<file path="src/rtl/muldiv_pkg.sv">
// muldiv_pkg: shared constants, op encoding and FSM states
// for the RV32M iterative multiply/divide unit.
package muldiv_pkg;

  localparam int XLEN = 32;

  typedef enum logic [2:0] {
    MD_MUL    = 3'd0,
    MD_MULH   = 3'd1,
    MD_MULHSU = 3'd2,
    MD_MULHU  = 3'd3,
    MD_DIV    = 3'd4,
    MD_DIVU   = 3'd5,
    MD_REM    = 3'd6,
    MD_REMU   = 3'd7
  } md_op_e;

  localparam logic [1:0] ST_IDLE = 2'd0;
  localparam logic [1:0] ST_CALC = 2'd1;
  localparam logic [1:0] ST_FIX  = 2'd2;
  localparam logic [1:0] ST_DONE = 2'd3;

  localparam logic [31:0] DIV0_QUOT = 32'hFFFF_FFFF;
  localparam logic [31:0] INT_MIN   = 32'h8000_0000;

endpackage

</file>
<file path="src/rtl/muldiv_core.sv">
// muldiv_core: radix-2 shift-add / restoring shift-subtract datapath.
// Ports: clk_i, rst_ni, i_load, i_step, i_div, i_a, i_b -> o_hi, o_lo, o_last.
module muldiv_core
  import muldiv_pkg::*;
#(
  parameter int CNT_W = 6
) (
  input  logic            clk_i,
  input  logic            rst_ni,
  input  logic            i_load,
  input  logic            i_step,
  input  logic            i_div,
  input  logic [XLEN-1:0] i_a,
  input  logic [XLEN-1:0] i_b,
  output logic [XLEN-1:0] o_hi,
  output logic [XLEN-1:0] o_lo,
  output logic            o_last
);

  logic [XLEN-1:0]  r_hi;
  logic [XLEN-1:0]  r_lo;
  logic [XLEN-1:0]  r_b;
  logic             r_div;
  logic [CNT_W-1:0] r_cnt;

  logic [XLEN:0]    w_sum;
  logic [XLEN:0]    w_sh;
  logic             w_ge;
  logic [XLEN-1:0]  w_diff;

  // multiply: {hi,lo} shifts right, lo[0] picks the addend
  assign w_sum = {1'b0, r_hi}
               + (r_lo[0] ? {1'b0, r_b} : '0);

  // divide: hi is the partial remainder, lo shifts
  // dividend bits out and quotient bits in
  assign w_sh   = {r_hi, r_lo[XLEN-1]};
  assign w_ge   = (w_sh >= {1'b0, r_b});
  assign w_diff = w_sh[XLEN-1:0] - r_b;

  assign o_hi   = r_hi;
  assign o_lo   = r_lo;
  assign o_last = (r_cnt == CNT_W'(XLEN - 1));

  always_ff @(posedge clk_i or negedge rst_ni) begin
    if (!rst_ni) begin
      r_hi  <= '0;
      r_lo  <= '0;
      r_b   <= '0;
      r_div <= 1'b0;
      r_cnt <= '0;
    end else if (i_load) begin
      r_hi  <= '0;
      r_div <= i_div;
      r_cnt <= '0;
      r_lo  <= i_div ? i_a : i_b;
      r_b   <= i_div ? i_b : i_a;
    end else if (i_step) begin
      r_cnt <= r_cnt + 1'b1;
      if (r_div) begin
        r_hi <= w_ge ? w_diff : w_sh[XLEN-1:0];
        r_lo <= {r_lo[XLEN-2:0], w_ge};
      end else begin
        r_hi <= w_sum[XLEN:1];
        r_lo <= {w_sum[0], r_lo[XLEN-1:1]};
      end
    end
  end

endmodule

</file>
<file path="src/rtl/muldiv_unit.sv">
// muldiv_unit: RV32M mul/div stage, FSM IDLE/CALC/FIX/DONE driving rd write-back.
// Ports: start_i/op_i/rs1/rs2/rd_addr_i/kill_i in; busy_o/done_o/rd_* out. Option: MULDIV_FAST_MUL_EN.
module muldiv_unit
  import muldiv_pkg::*;
#(
  parameter int XLEN  = 32,
  parameter int CNT_W = 6
) (
  input  logic            clk_i,
  input  logic            rst_ni,
  input  logic            start_i,
  input  logic [2:0]      op_i,
  input  logic [XLEN-1:0] rs1_data_i,
  input  logic [XLEN-1:0] rs2_data_i,
  input  logic [4:0]      rd_addr_i,
  input  logic            kill_i,
  output logic            busy_o,
  output logic            done_o,
  output logic            rd_wren_o,
  output logic [4:0]      rd_addr_o,
  output logic [XLEN-1:0] rd_data_o
);

  logic [1:0]        r_state;
  logic [2:0]        r_op;
  logic [4:0]        r_rd_addr;
  logic [4:0]        r_rd_addr_o;
  logic [XLEN-1:0]   r_rd_data;
  logic              r_neg_q;
  logic              r_neg_r;

  logic              w_a_sgn;
  logic              w_b_sgn;
  logic              w_a_neg;
  logic              w_b_neg;
  logic [XLEN-1:0]   w_abs_a;
  logic [XLEN-1:0]   w_abs_b;
  logic              w_div0;
  logic              w_ovf;
  logic              w_special;
  logic [XLEN-1:0]   w_spec_res;
  logic              w_fast;
  logic [XLEN-1:0]   w_fast_res;
  logic              w_launch;
  logic              w_load;
  logic              w_step;
  logic              w_last;
  logic [XLEN-1:0]   w_hi;
  logic [XLEN-1:0]   w_lo;
  logic [2*XLEN-1:0] w_prod;
  logic [2*XLEN-1:0] w_prod_f;
  logic [XLEN-1:0]   w_quot_f;
  logic [XLEN-1:0]   w_rem_f;
  logic [XLEN-1:0]   w_res;

  assign w_a_sgn = (op_i == MD_MULH) | (op_i == MD_MULHSU)
                 | (op_i == MD_DIV)  | (op_i == MD_REM);
  assign w_b_sgn = (op_i == MD_MULH) | (op_i == MD_DIV)
                 | (op_i == MD_REM);
  assign w_a_neg = w_a_sgn & rs1_data_i[XLEN-1];
  assign w_b_neg = w_b_sgn & rs2_data_i[XLEN-1];
  assign w_abs_a = w_a_neg ? -rs1_data_i : rs1_data_i;
  assign w_abs_b = w_b_neg ? -rs2_data_i : rs2_data_i;

  assign w_div0 = op_i[2] & (rs2_data_i == '0);
  assign w_ovf  = ((op_i == MD_DIV) | (op_i == MD_REM))
                & (rs1_data_i == INT_MIN)
                & (rs2_data_i == DIV0_QUOT);
  assign w_special = w_div0 | w_ovf;

  // op_i[1] separates REM/REMU from DIV/DIVU
  assign w_spec_res = w_div0 ? (op_i[1] ? rs1_data_i : DIV0_QUOT)
                             : (op_i[1] ? '0 : INT_MIN);

`ifdef MULDIV_FAST_MUL_EN
  logic signed [XLEN:0]     w_fa;
  logic signed [XLEN:0]     w_fb;
  logic signed [2*XLEN+1:0] w_fp;

  // a 33-bit signed product covers every signedness mix
  assign w_fa = {w_a_sgn & rs1_data_i[XLEN-1], rs1_data_i};
  assign w_fb = {w_b_sgn & rs2_data_i[XLEN-1], rs2_data_i};
  assign w_fp = w_fa * w_fb;
  assign w_fast = !op_i[2];
  assign w_fast_res = (op_i == MD_MUL) ? w_fp[XLEN-1:0]
                                       : w_fp[2*XLEN-1:XLEN];
`else
  assign w_fast     = 1'b0;
  assign w_fast_res = '0;
`endif

  assign w_launch = (r_state == ST_IDLE) & start_i & !kill_i;
  assign w_load   = w_launch & !w_special & !w_fast;
  assign w_step   = (r_state == ST_CALC) & !kill_i;

  muldiv_core #(
    .CNT_W (CNT_W)
  ) u_core (
    .clk_i  (clk_i),
    .rst_ni (rst_ni),
    .i_load (w_load),
    .i_step (w_step),
    .i_div  (op_i[2]),
    .i_a    (w_abs_a),
    .i_b    (w_abs_b),
    .o_hi   (w_hi),
    .o_lo   (w_lo),
    .o_last (w_last)
  );

  assign w_prod   = {w_hi, w_lo};
  assign w_prod_f = r_neg_q ? -w_prod : w_prod;
  assign w_quot_f = r_neg_q ? -w_lo : w_lo;
  assign w_rem_f  = r_neg_r ? -w_hi : w_hi;

  always_comb begin
    w_res = w_quot_f;
    unique case (1'b1)
      (r_op == MD_MUL):
        w_res = w_prod_f[XLEN-1:0];
      (!r_op[2] && (r_op != MD_MUL)):
        w_res = w_prod_f[2*XLEN-1:XLEN];
      (r_op[2] && r_op[1]):
        w_res = w_rem_f;
      (r_op[2] && !r_op[1]):
        w_res = w_quot_f;
      default:
        w_res = w_quot_f;
    endcase
  end

  always_ff @(posedge clk_i or negedge rst_ni) begin
    if (!rst_ni) begin
      r_state     <= ST_IDLE;
      r_op        <= '0;
      r_rd_addr   <= '0;
      r_rd_addr_o <= '0;
      r_rd_data   <= '0;
      r_neg_q     <= 1'b0;
      r_neg_r     <= 1'b0;
    end else begin
      unique case (r_state)
        ST_IDLE: begin
          if (w_launch) begin
            r_op      <= op_i;
            r_rd_addr <= rd_addr_i;
            r_neg_q   <= w_a_neg ^ w_b_neg;
            r_neg_r   <= w_a_neg;
            if (w_special) begin
              r_rd_data   <= w_spec_res;
              r_rd_addr_o <= rd_addr_i;
              r_state     <= ST_DONE;
            end else if (w_fast) begin
              r_rd_data   <= w_fast_res;
              r_rd_addr_o <= rd_addr_i;
              r_state     <= ST_DONE;
            end else begin
              r_state <= ST_CALC;
            end
          end
        end
        ST_CALC: begin
          if (kill_i) r_state <= ST_IDLE;
          else if (w_last) r_state <= ST_FIX;
        end
        ST_FIX: begin
          if (kill_i) begin
            r_state <= ST_IDLE;
          end else begin
            r_rd_data   <= w_res;
            r_rd_addr_o <= r_rd_addr;
            r_state     <= ST_DONE;
          end
        end
        ST_DONE: r_state <= ST_IDLE;
        default: r_state <= ST_IDLE;
      endcase
    end
  end

  assign busy_o    = (r_state != ST_IDLE);
  assign done_o    = (r_state == ST_DONE);
  // a flush landing on the DONE cycle must still block the write
  assign rd_wren_o = done_o & (r_rd_addr_o != '0) & !kill_i;
  assign rd_addr_o = r_rd_addr_o;
  assign rd_data_o = r_rd_data;

endmodule

</file>
<file path="config.mk">
export PLATFORM = sky130hd
export DESIGN_NAME = muldiv_unit
export DESIGN_NICKNAME = d
export VERILOG_FILES = /design/src/rtl/muldiv_pkg.sv /design/src/rtl/muldiv_core.sv /design/src/rtl/muldiv_unit.sv
export SDC_FILE = /design/constraint.sdc
export NUM_CORES = 1
export LEC_CHECK = 0
export ABC_CLOCK_PERIOD_IN_PS = 7300
export CELL_PAD_IN_SITES_DETAIL_PLACEMENT = 1
export CELL_PAD_IN_SITES_GLOBAL_PLACEMENT = 1
export CORE_MARGIN = 3
export CORE_UTILIZATION = 48
export DETAILED_ROUTE_END_ITERATION = 6
export PLACE_DENSITY_LB_ADDON = 0.1
export SKIP_LAST_GASP = 1
export SLEW_MARGIN = 20
export SYNTH_ARGS = -nofsm -noshare
export SYNTH_HDL_FRONTEND = slang
export SYNTH_SLANG_ARGS = --single-unit
</file>
<file path="constraint.sdc">
create_clock -name clk_i -period 7.3 [get_ports clk_i]
set_input_delay 1.095 -clock clk_i [delete_from_list [all_inputs] [get_ports clk_i]]
set_output_delay 1.095 -clock clk_i [all_outputs]
set_load 0.01 [all_outputs]
</file>
==> flow_summary_export.csv, run 1 <==
group,metric,value,unit
timing,clock.fmax,202,MHz
routing,routed_wl,63.8,mm
layout,drive_gt1_share,4.92,%
power_and_ir_drop,p_per_area,489,mW/mm2
routing,vias,16500,
cts,clock_sinks,152,
layout,stdcell_area,0.0170,mm2
timing,period_needed,4950,ps
cts,postCtsSetupBuffers,0,
yosys,synth_edf_count,0,
critical_path,crit_buf_inv,2,
global_routing,antenna_found_initial,2,
timing,worst_pin_slew,1140,ps
hold_path,hold_depth,2,
yosys,syn_inst,2006,
routing,antenna_left,0,
global_routing,grt-ovfl-total,0,
run,drv_cap,0,
critical_path,crit_arrival,5310,ps
timing,fin_skew,11.7,ps
yosys,synth_area,0.0151,mm2
critical_path,required,7660,ps
timing,slew_headroom,23.4,%
cts,htreeDepth,4,
floorplanning,die_h,184,um
power_and_ir_drop,max-vdd-ir-drop,0.208,mV
routing,vias_per_cell,6.77,
cts,cts_resized,0,
hold_path,whs_endpoint,"rd_data_o[31]$_DFFE_PN0P_",
critical_path,worst_r2r_startpoint,"u_core.o_hi[12]$_DFFE_PN0P_",
yosys,ys.flop_type,"dfrtp_1",
cts,holdBufCountCts,0,
critical_path,crit_path_cell_trace,"clkdlybuf4s50_1 > or4_1 > nor3_1 > nand4_1 > nor4_1 > a21oi_1 > nor2_1 > buf_4 > o21ai_0 > o21ai_0",
floorplanning,rows,64,
critical_path,cp-start-kind,"primary input",
layout,diodes,0,
placed_design,post_dp_cell_area,0.0164,mm2
yosys,yosysSeqAreaShare,25.2,%
critical_path,r2r_end,"u_core.o_hi[12]$_DFFE_PN0P_",
routing,dr.pass1.iters,7,
yosys,synthArstFlopShare,100,%
placed_design,place.gp.congestion,0.964,
cts,clockBufferDepth,2,
global_routing,grt_pass1_wl,96.9,mm
floorplanning,core-area,0.0308,mm2
timing,fin_ws,2350,ps
cts,cts_tree,"built",
critical_path,critPathMostFrequentCell,"o21ai_0",
layout,area_growth,12.6,%
critical_path,critPathTopFamily,"simple AND/OR/NAND/NOR gates",
yosys,synth_seq_cells,152,
hold_path,hold_path.class,"flip-flop to flip-flop",
critical_path,crit_path_max_fanout,20,
floorplanning,initial_core_util,49.1,%
timing,final_hold_viol_count,0,
routing,drtIter0Drc,1609,
critical_path,end_kind,"flip-flop",
placed_design,placed_cells,2397,
floorplanning,boundaryPins,116,
timing,finalCritPeriodShare,67.9,%
global_routing,grt_max_degree,87,
global_routing,grt_usage,37.1,%
routing,wl_per_cell,26.3,um
cts,cts_buffers,17,
placed_design,io_buffers,115,
timing,rsz0062_at_grt,"false",
outcome,status,"finished clean",
placed_design,dpl_worst_slack,1830,ps
cts,cts-root-buf,"clkbuf_16",
timing,final_max_slew_viol_count,0,
layout,nets,2169,
layout,fin_util,55.2,%
critical_path,cp_slowest_cell,"nor4_1",
cts,clk_latency,460,ps
yosys,ys_warn_count,0,
power_and_ir_drop,total_power,8.33,mW
hold_path,worstHoldStart,"rd_data_o[31]$_DFFE_PN0P_",
critical_path,r2r_slack,2390,ps
critical_path,reg2reg_depth,11,
timing,totalNegativeSetupSlack,0,ps
power_and_ir_drop,power.leakage,7.10,nW
yosys,syn-num-nets,2154,
routing,drcViolationCount,0,
timing,hold_ws,476,ps
global_routing,grt_pass1_vias,16300,
yosys,synth_area_per_cell,7.54,um2
yosys,ys_types,80,
layout,layoutNonFillerInstCount,2430,
critical_path,path_class,"primary input to flip-flop",
cts,clkTransAtPathRegs,60,ps
placed_design,hpwl,47.9,mm
critical_path,max_stage_delay,1030,ps
timing,setup_viol,0,
floorplanning,die_area,0.0337,mm2
floorplanning,dieWidth,184,um
## how the worst max path moves through the flow
stage	startpoint	cells after the start	endpoint
floorplan	rs2_data_i[16]	11	u_core.o_lo[10]$_DFFE_PN0P_
global placement	rs2_data_i[10]	10	u_core.o_hi[23]$_DFFE_PN0P_
detailed placement	rs2_data_i[10]	10	u_core.o_hi[30]$_DFFE_PN0P_
CTS	rs2_data_i[10]	10	u_core.o_hi[25]$_DFFE_PN0P_
global route	u_core.o_hi[12]$_DFFE_PN0P_	11	u_core.o_hi[5]$_DFFE_PN0P_
finish	rs2_data_i[8]	10	rd_data_o[6]$_DFFE_PN0P_
## per-layer routing
layer / up-vias / share of wire, % / track usage [%]
li1: 7315 / - / -
met1: 8212 / 43 / 51.4
met2: 763 / 45 / 57.8
met3: 157 / 8.2 / 5.86
met4: 4 / 4.2 / 15.7
met5: - / 0.047 / 0
## layout by cell type, fill, tap and decap left out, drive strengths merged, types with 6 or more instances in the layout
cell type	netlist	final
o21bai	11	11
mux2i	65	65
clkdlybuf4s50	0	113
buf	22	25
a22o	8	8
nor2	166	166
mux2	7	7
a31oi	24	24
xor2	88	88
o21a	12	12
dfrtp	152	152
nor2b	12	12
a21o	35	35
clkbuf	120	19
o211ai	28	28
nor4	14	14
or2	10	10
o21ai	218	218
a211oi	16	16
ha	70	70
o31ai	33	33
o41ai	11	11
or3	25	25
inv	79	82
nand2	211	211
and2	9	9
and3	6	6
nand2b	14	14
or4	24	24
xnor2	99	99
o221ai	36	36
nand3	51	51
o22ai	28	28
nor3	34	34
nand4	25	25
a22oi	8	8
a21oi	170	170
## cells in the mapped netlist (9+ instances only)
library cell | instances | share of area (%)
a31oi_1 | 24 | 0.99
and2_1 | 9 | 0.37
ha_1 | 70 | 5.8
o41ai_1 | 11 | 0.64
nor3_1 | 34 | 1.1
a21o_1 | 35 | 1.7
o211ai_1 | 28 | 1.4
inv_1 | 78 | 1.9
o22ai_1 | 28 | 1.2
o221ai_1 | 35 | 2.0
or4_1 | 21 | 1.0
or3_1 | 24 | 0.99
nor4_1 | 12 | 0.50
o21a_1 | 12 | 0.60
xnor2_1 | 99 | 5.7
a21oi_1 | 170 | 5.6
nor2b_1 | 12 | 0.50
nand3_1 | 50 | 1.7
xor2_1 | 88 | 5.1
o21ai_0 | 209 | 6.9
nand2_1 | 209 | 5.2
o21bai_1 | 11 | 0.55
a211oi_1 | 16 | 0.79
or2_2 | 9 | 0.37
clkbuf_1 | 120 | 3.0
nor2_1 | 165 | 4.1
mux2i_1 | 65 | 4.3
dfrtp_1 | 152 | 25
buf_2 | 14 | 0.46
nand2b_1 | 14 | 0.58
o31ai_1 | 33 | 1.6
nand4_1 | 25 | 1.0
## sequential cells by signal (all words and copies together) (netlist names), 2 cells and up
name / flops
r_state: 2
rd_addr_o: 5
r_rd_addr: 5
r_op: 3
u_core.o_lo: 32
u_core.r_cnt: 6
rd_data_o: 32
u_core.r_b: 32
u_core.o_hi: 32
## cell type report
| class | count | area, um2 |
|---|---|---|
| clock inverter | 13 | 168 |
| tap | 396 | 495 |
| fill | 3836 | 13800 |
| clock buffer | 19 | 443 |
| inverter | 79 | 297 |
| multi-input combinational | 1633 | 10500 |
| sequential | 152 | 3810 |
| timing repair buffer | 138 | 1330 |
## worst register-to-register path, stage by stage (launching register included)
cell and delay, ps:
dfrtp_1 630, ha_1 560, nand3_1 130, or4_1 630
nor4_1 770, nor2_1 80, nor4b_1 210, o21ai_4 720
buf_4 440, mux2i_1 270, a21oi_1 110, a31o_2 250
## logic make-up (layout without fill, tap and decap cells)
family / after synthesis / after routing / share of synthesized area [%]
AND/OR/NAND/NOR: 622 / 622 / 19.6
XOR/XNOR: 187 / 187 / 10.8
flip-flops: 152 / 152 / 25.2
adder cells (fa/ha/maj): 72 / 72 / 6.06
buffers and inverters: 221 / 249 / 5.65
AO/OA/AOI/OAI: 680 / 680 / 27.9
multiplexers: 72 / 72 / 4.82
## report_power, final
part           internal (mW)  switching, mW  total, mW
Sequential              1.23          0.678       1.90
Combinational           2.11           3.34       5.46
Clock                  0.551          0.416      0.966
No activity file was read; power rests on OpenSTA's default activity.
==> run 2: changes to the inputs <==
--- a/config.mk
+++ b/config.mk
@@ -5,11 +5,11 @@
 export SDC_FILE = /design/constraint.sdc
 export NUM_CORES = 1
 export LEC_CHECK = 0
-export ABC_CLOCK_PERIOD_IN_PS = 7300
+export ABC_CLOCK_PERIOD_IN_PS = 4470
 export CELL_PAD_IN_SITES_DETAIL_PLACEMENT = 1
 export CELL_PAD_IN_SITES_GLOBAL_PLACEMENT = 1
 export CORE_MARGIN = 3
-export CORE_UTILIZATION = 48
+export CORE_UTILIZATION = 41
 export DETAILED_ROUTE_END_ITERATION = 6
 export PLACE_DENSITY_LB_ADDON = 0.1
 export SKIP_LAST_GASP = 1
==> constraint.sdc (replaced) <==
create_clock -name clk_i -period 4.47 [get_ports clk_i]
set_input_delay 0.6705 -clock clk_i [delete_from_list [all_inputs] [get_ports clk_i]]
set_output_delay 0.6705 -clock clk_i [all_outputs]
set_load 0.01 [all_outputs]
==> run 2 against run 1 <==
Critical path depth increased by 4. Clock-buffer cell count grew 1. Routed wire length grew 4.5%. Flip-flop and latch count did not move. Sequential share of layout area down 0.66 points. Combinational power grew 74%. Largest cell class unchanged. Largest power group unchanged. Highest routed layer is now met4.
==> flow_summary_export.csv, run 2 (synthesis gave the netlist of run 1 again) <==
group,metric,value,unit
power_and_ir_drop,p_switching,7.34,mW
routing,drcViolationCount,0,
layout,layout_common_cells,"nand2_1, o21ai_0, a21oi_1, nor2_1, dfrtp_1",
layout,stdcell_area,0.0176,mm2
cts,cts-root-buf,"clkbuf_16",
critical_path,required,4810,ps
critical_path,crit_path_max_fanout,20,
cts,clkTransAtPathRegs,70,ps
power_and_ir_drop,power.leakage,7.37,nW
critical_path,r2r_slack,570,ps
floorplanning,boundaryPins,116,
critical_path,reg2reg_depth,14,
critical_path,crit_arrival,4240,ps
layout,fill_cells,4453,
timing,clock.fmax,256,MHz
placed_design,hpwl,51.7,mm
timing,rsz0062_at_grt,"false",
hold_path,hold_path.class,"primary input to asynchronous set/reset pin",
timing,setup_viol,0,
routing,vias,16400,
critical_path,max_stage_delay,440,ps
floorplanning,dieWidth,198,um
global_routing,antenna_found_initial,2,
global_routing,grt_pass1_wl,99.6,mm
layout,nets,2227,
cts,cts_resized,0,
layout,drive_gt1_share,7.46,%
critical_path,end_kind,"flip-flop",
critical_path,path_class,"flip-flop to flip-flop",
layout,area_growth,16.1,%
power_and_ir_drop,p_per_area,791,mW/mm2
timing,final_max_slew_viol_count,0,
timing,slew_headroom,28.1,%
placed_design,post_dp_cell_area,0.0170,mm2
floorplanning,die_h,198,um
power_and_ir_drop,clkPwrFrac,11.0,%
routing,drtIter0Drc,1457,
floorplanning,initial_core_util,42.0,%
power_and_ir_drop,pwr-share-comb,68.4,%
floorplanning,die_area,0.0392,mm2
power_and_ir_drop,swShare,52.8,%
outcome,status,"finished clean",
cts,postCtsSetupBuffers,0,
critical_path,cp-start-kind,"flip-flop",
global_routing,grt_pass1_vias,16300,
timing,finalCritPeriodShare,87.3,%
routing,wl_per_cell,26.1,um
cts,holdBufCountCts,0,
global_routing,grt_usage,33.4,%
cts,clock_sinks,152,
routing,vias_per_cell,6.42,
power_and_ir_drop,max-vdd-ir-drop,0.342,mV
timing,final_hold_viol_count,0,
cts,clk_latency,460,ps
routing,dr.pass1.iters,5,
run,drv_cap,0,
cts,cts_buffers,17,
timing,period_needed,3900,ps
routing,routed_wl,66.7,mm
timing,fin_skew,14.6,ps
timing,totalNegativeSetupSlack,0,ps
power_and_ir_drop,internal_power,6.55,mW
timing,worst_pin_slew,1080,ps
cts,htreeDepth,4,
global_routing,grt-ovfl-total,0,
cts,clockBufferDepth,2,
floorplanning,core-area,0.0360,mm2
placed_design,place.gp.congestion,0.977,
cts,cts_tree,"built",
critical_path,crit_path_cell_trace,"inv_1 > buf_4 > buf_4 > nor2_1 > ha_1 > and2_1 > o211ai_1 > o21ai_0 > or3_1 > o211ai_1 > o21ai_0 > a31oi_1 > mux2i_1 > a211o_1",
placed_design,io_buffers,115,
power_and_ir_drop,seqPwrFrac,20.6,%
routing,antenna_left,0,
floorplanning,rows,69,
global_routing,grt_max_degree,74,
critical_path,cp_slowest_cell,"dfrtp_1",
==> run 2: changes by cell type in the layout (fill, tap and decap cells not counted), sizes merged <==
cell      change
inv           +1
clkinv        -3
clkinvlp      +2
buf          +58
diode         +1
clkbuf        +1
bufinv        -1
==> run 2: power by group through the flow <==
stage	Combinational, mW	Sequential [mW]	Clock [mW]
2_1_floorplan	6.32	2.53	0
3_3_place_gp	9.04	2.81	0
3_5_place_dp	9.29	2.84	0
4_1_cts	9.36	2.81	1.55
5_1_grt	10.3	2.92	1.59
6_report	9.50	2.86	1.53
==> run 2: worst paths after layout <==
| kind | end | start |
|---|---|---|
| max | u_core.o_hi[27]$_DFFE_PN0P_ | u_core.o_lo[0]$_DFFE_PN0P_ |
| min reg2reg | rd_data_o[24]$_DFFE_PN0P_ | rd_data_o[24]$_DFFE_PN0P_ |
| max in group asynchronous | u_core.r_div$_DFFE_PN0P_ | rst_ni |
| min | u_core.o_hi[30]$_DFFE_PN0P_ | rst_ni |
| max reg2reg | u_core.o_hi[27]$_DFFE_PN0P_ | u_core.o_lo[0]$_DFFE_PN0P_ |
| min in group clk_i | rd_data_o[24]$_DFFE_PN0P_ | rd_data_o[24]$_DFFE_PN0P_ |
==> run 2: layout make-up <==
type | count | area (um2) | share of cell area, %
antenna | 1 | 2.50 | 0.0143
clock buffer | 20 | 447 | 2.54
clock inverter | 12 | 143 | 0.813
inverter | 79 | 297 | 1.69
multi-input combinational | 1633 | 10500 | 59.8
sequential | 152 | 3810 | 21.7
tap | 461 | 577 | 3.29
timing repair buffer | 196 | 1780 | 10.1
==> run 2: critical path, delay by kind of cell (launching register included) <==
kind,cells,cell delay (ps)
and+or+nand+nor,3,650
DFF,1,440
buffers and inverters,3,630
AOI/OAI and AO/OA,6,1610
muxes,1,110
adders and majority gates,1,320
==> run 2: per-layer routing <==
metal | wire (um) | up-vias | GRT usage, % | part of all wire, %
li1 | - | 7420 | - | -
met1 | 29100 | 8225 | 45.8 | 44
met2 | 29800 | 624 | 51.9 | 45
met3 | 5140 | 129 | 6.67 | 7.7
met4 | 2640 | 0 | 13.0 | 3.9
met5 | 0 | - | 0 | 0
==> run 2: metrics by stage <==
stage / instances / util [%] / total power, mW / hold slack, ps / setup slack (ps)
detailed placement: 2521 / 47.1 / 12.1 / 465 / 191
CTS: 2553 / 48.7 / 13.7 / 277 / 652
global placement: 2521 / 47.1 / 11.9 / 451 / 362
global route: 2553 / 48.7 / 14.8 / 317 / 372
finish: 2554 / 48.8 / 13.9 / 248 / 569
floorplan: 2006 / - / 8.85 / 375 / 1180
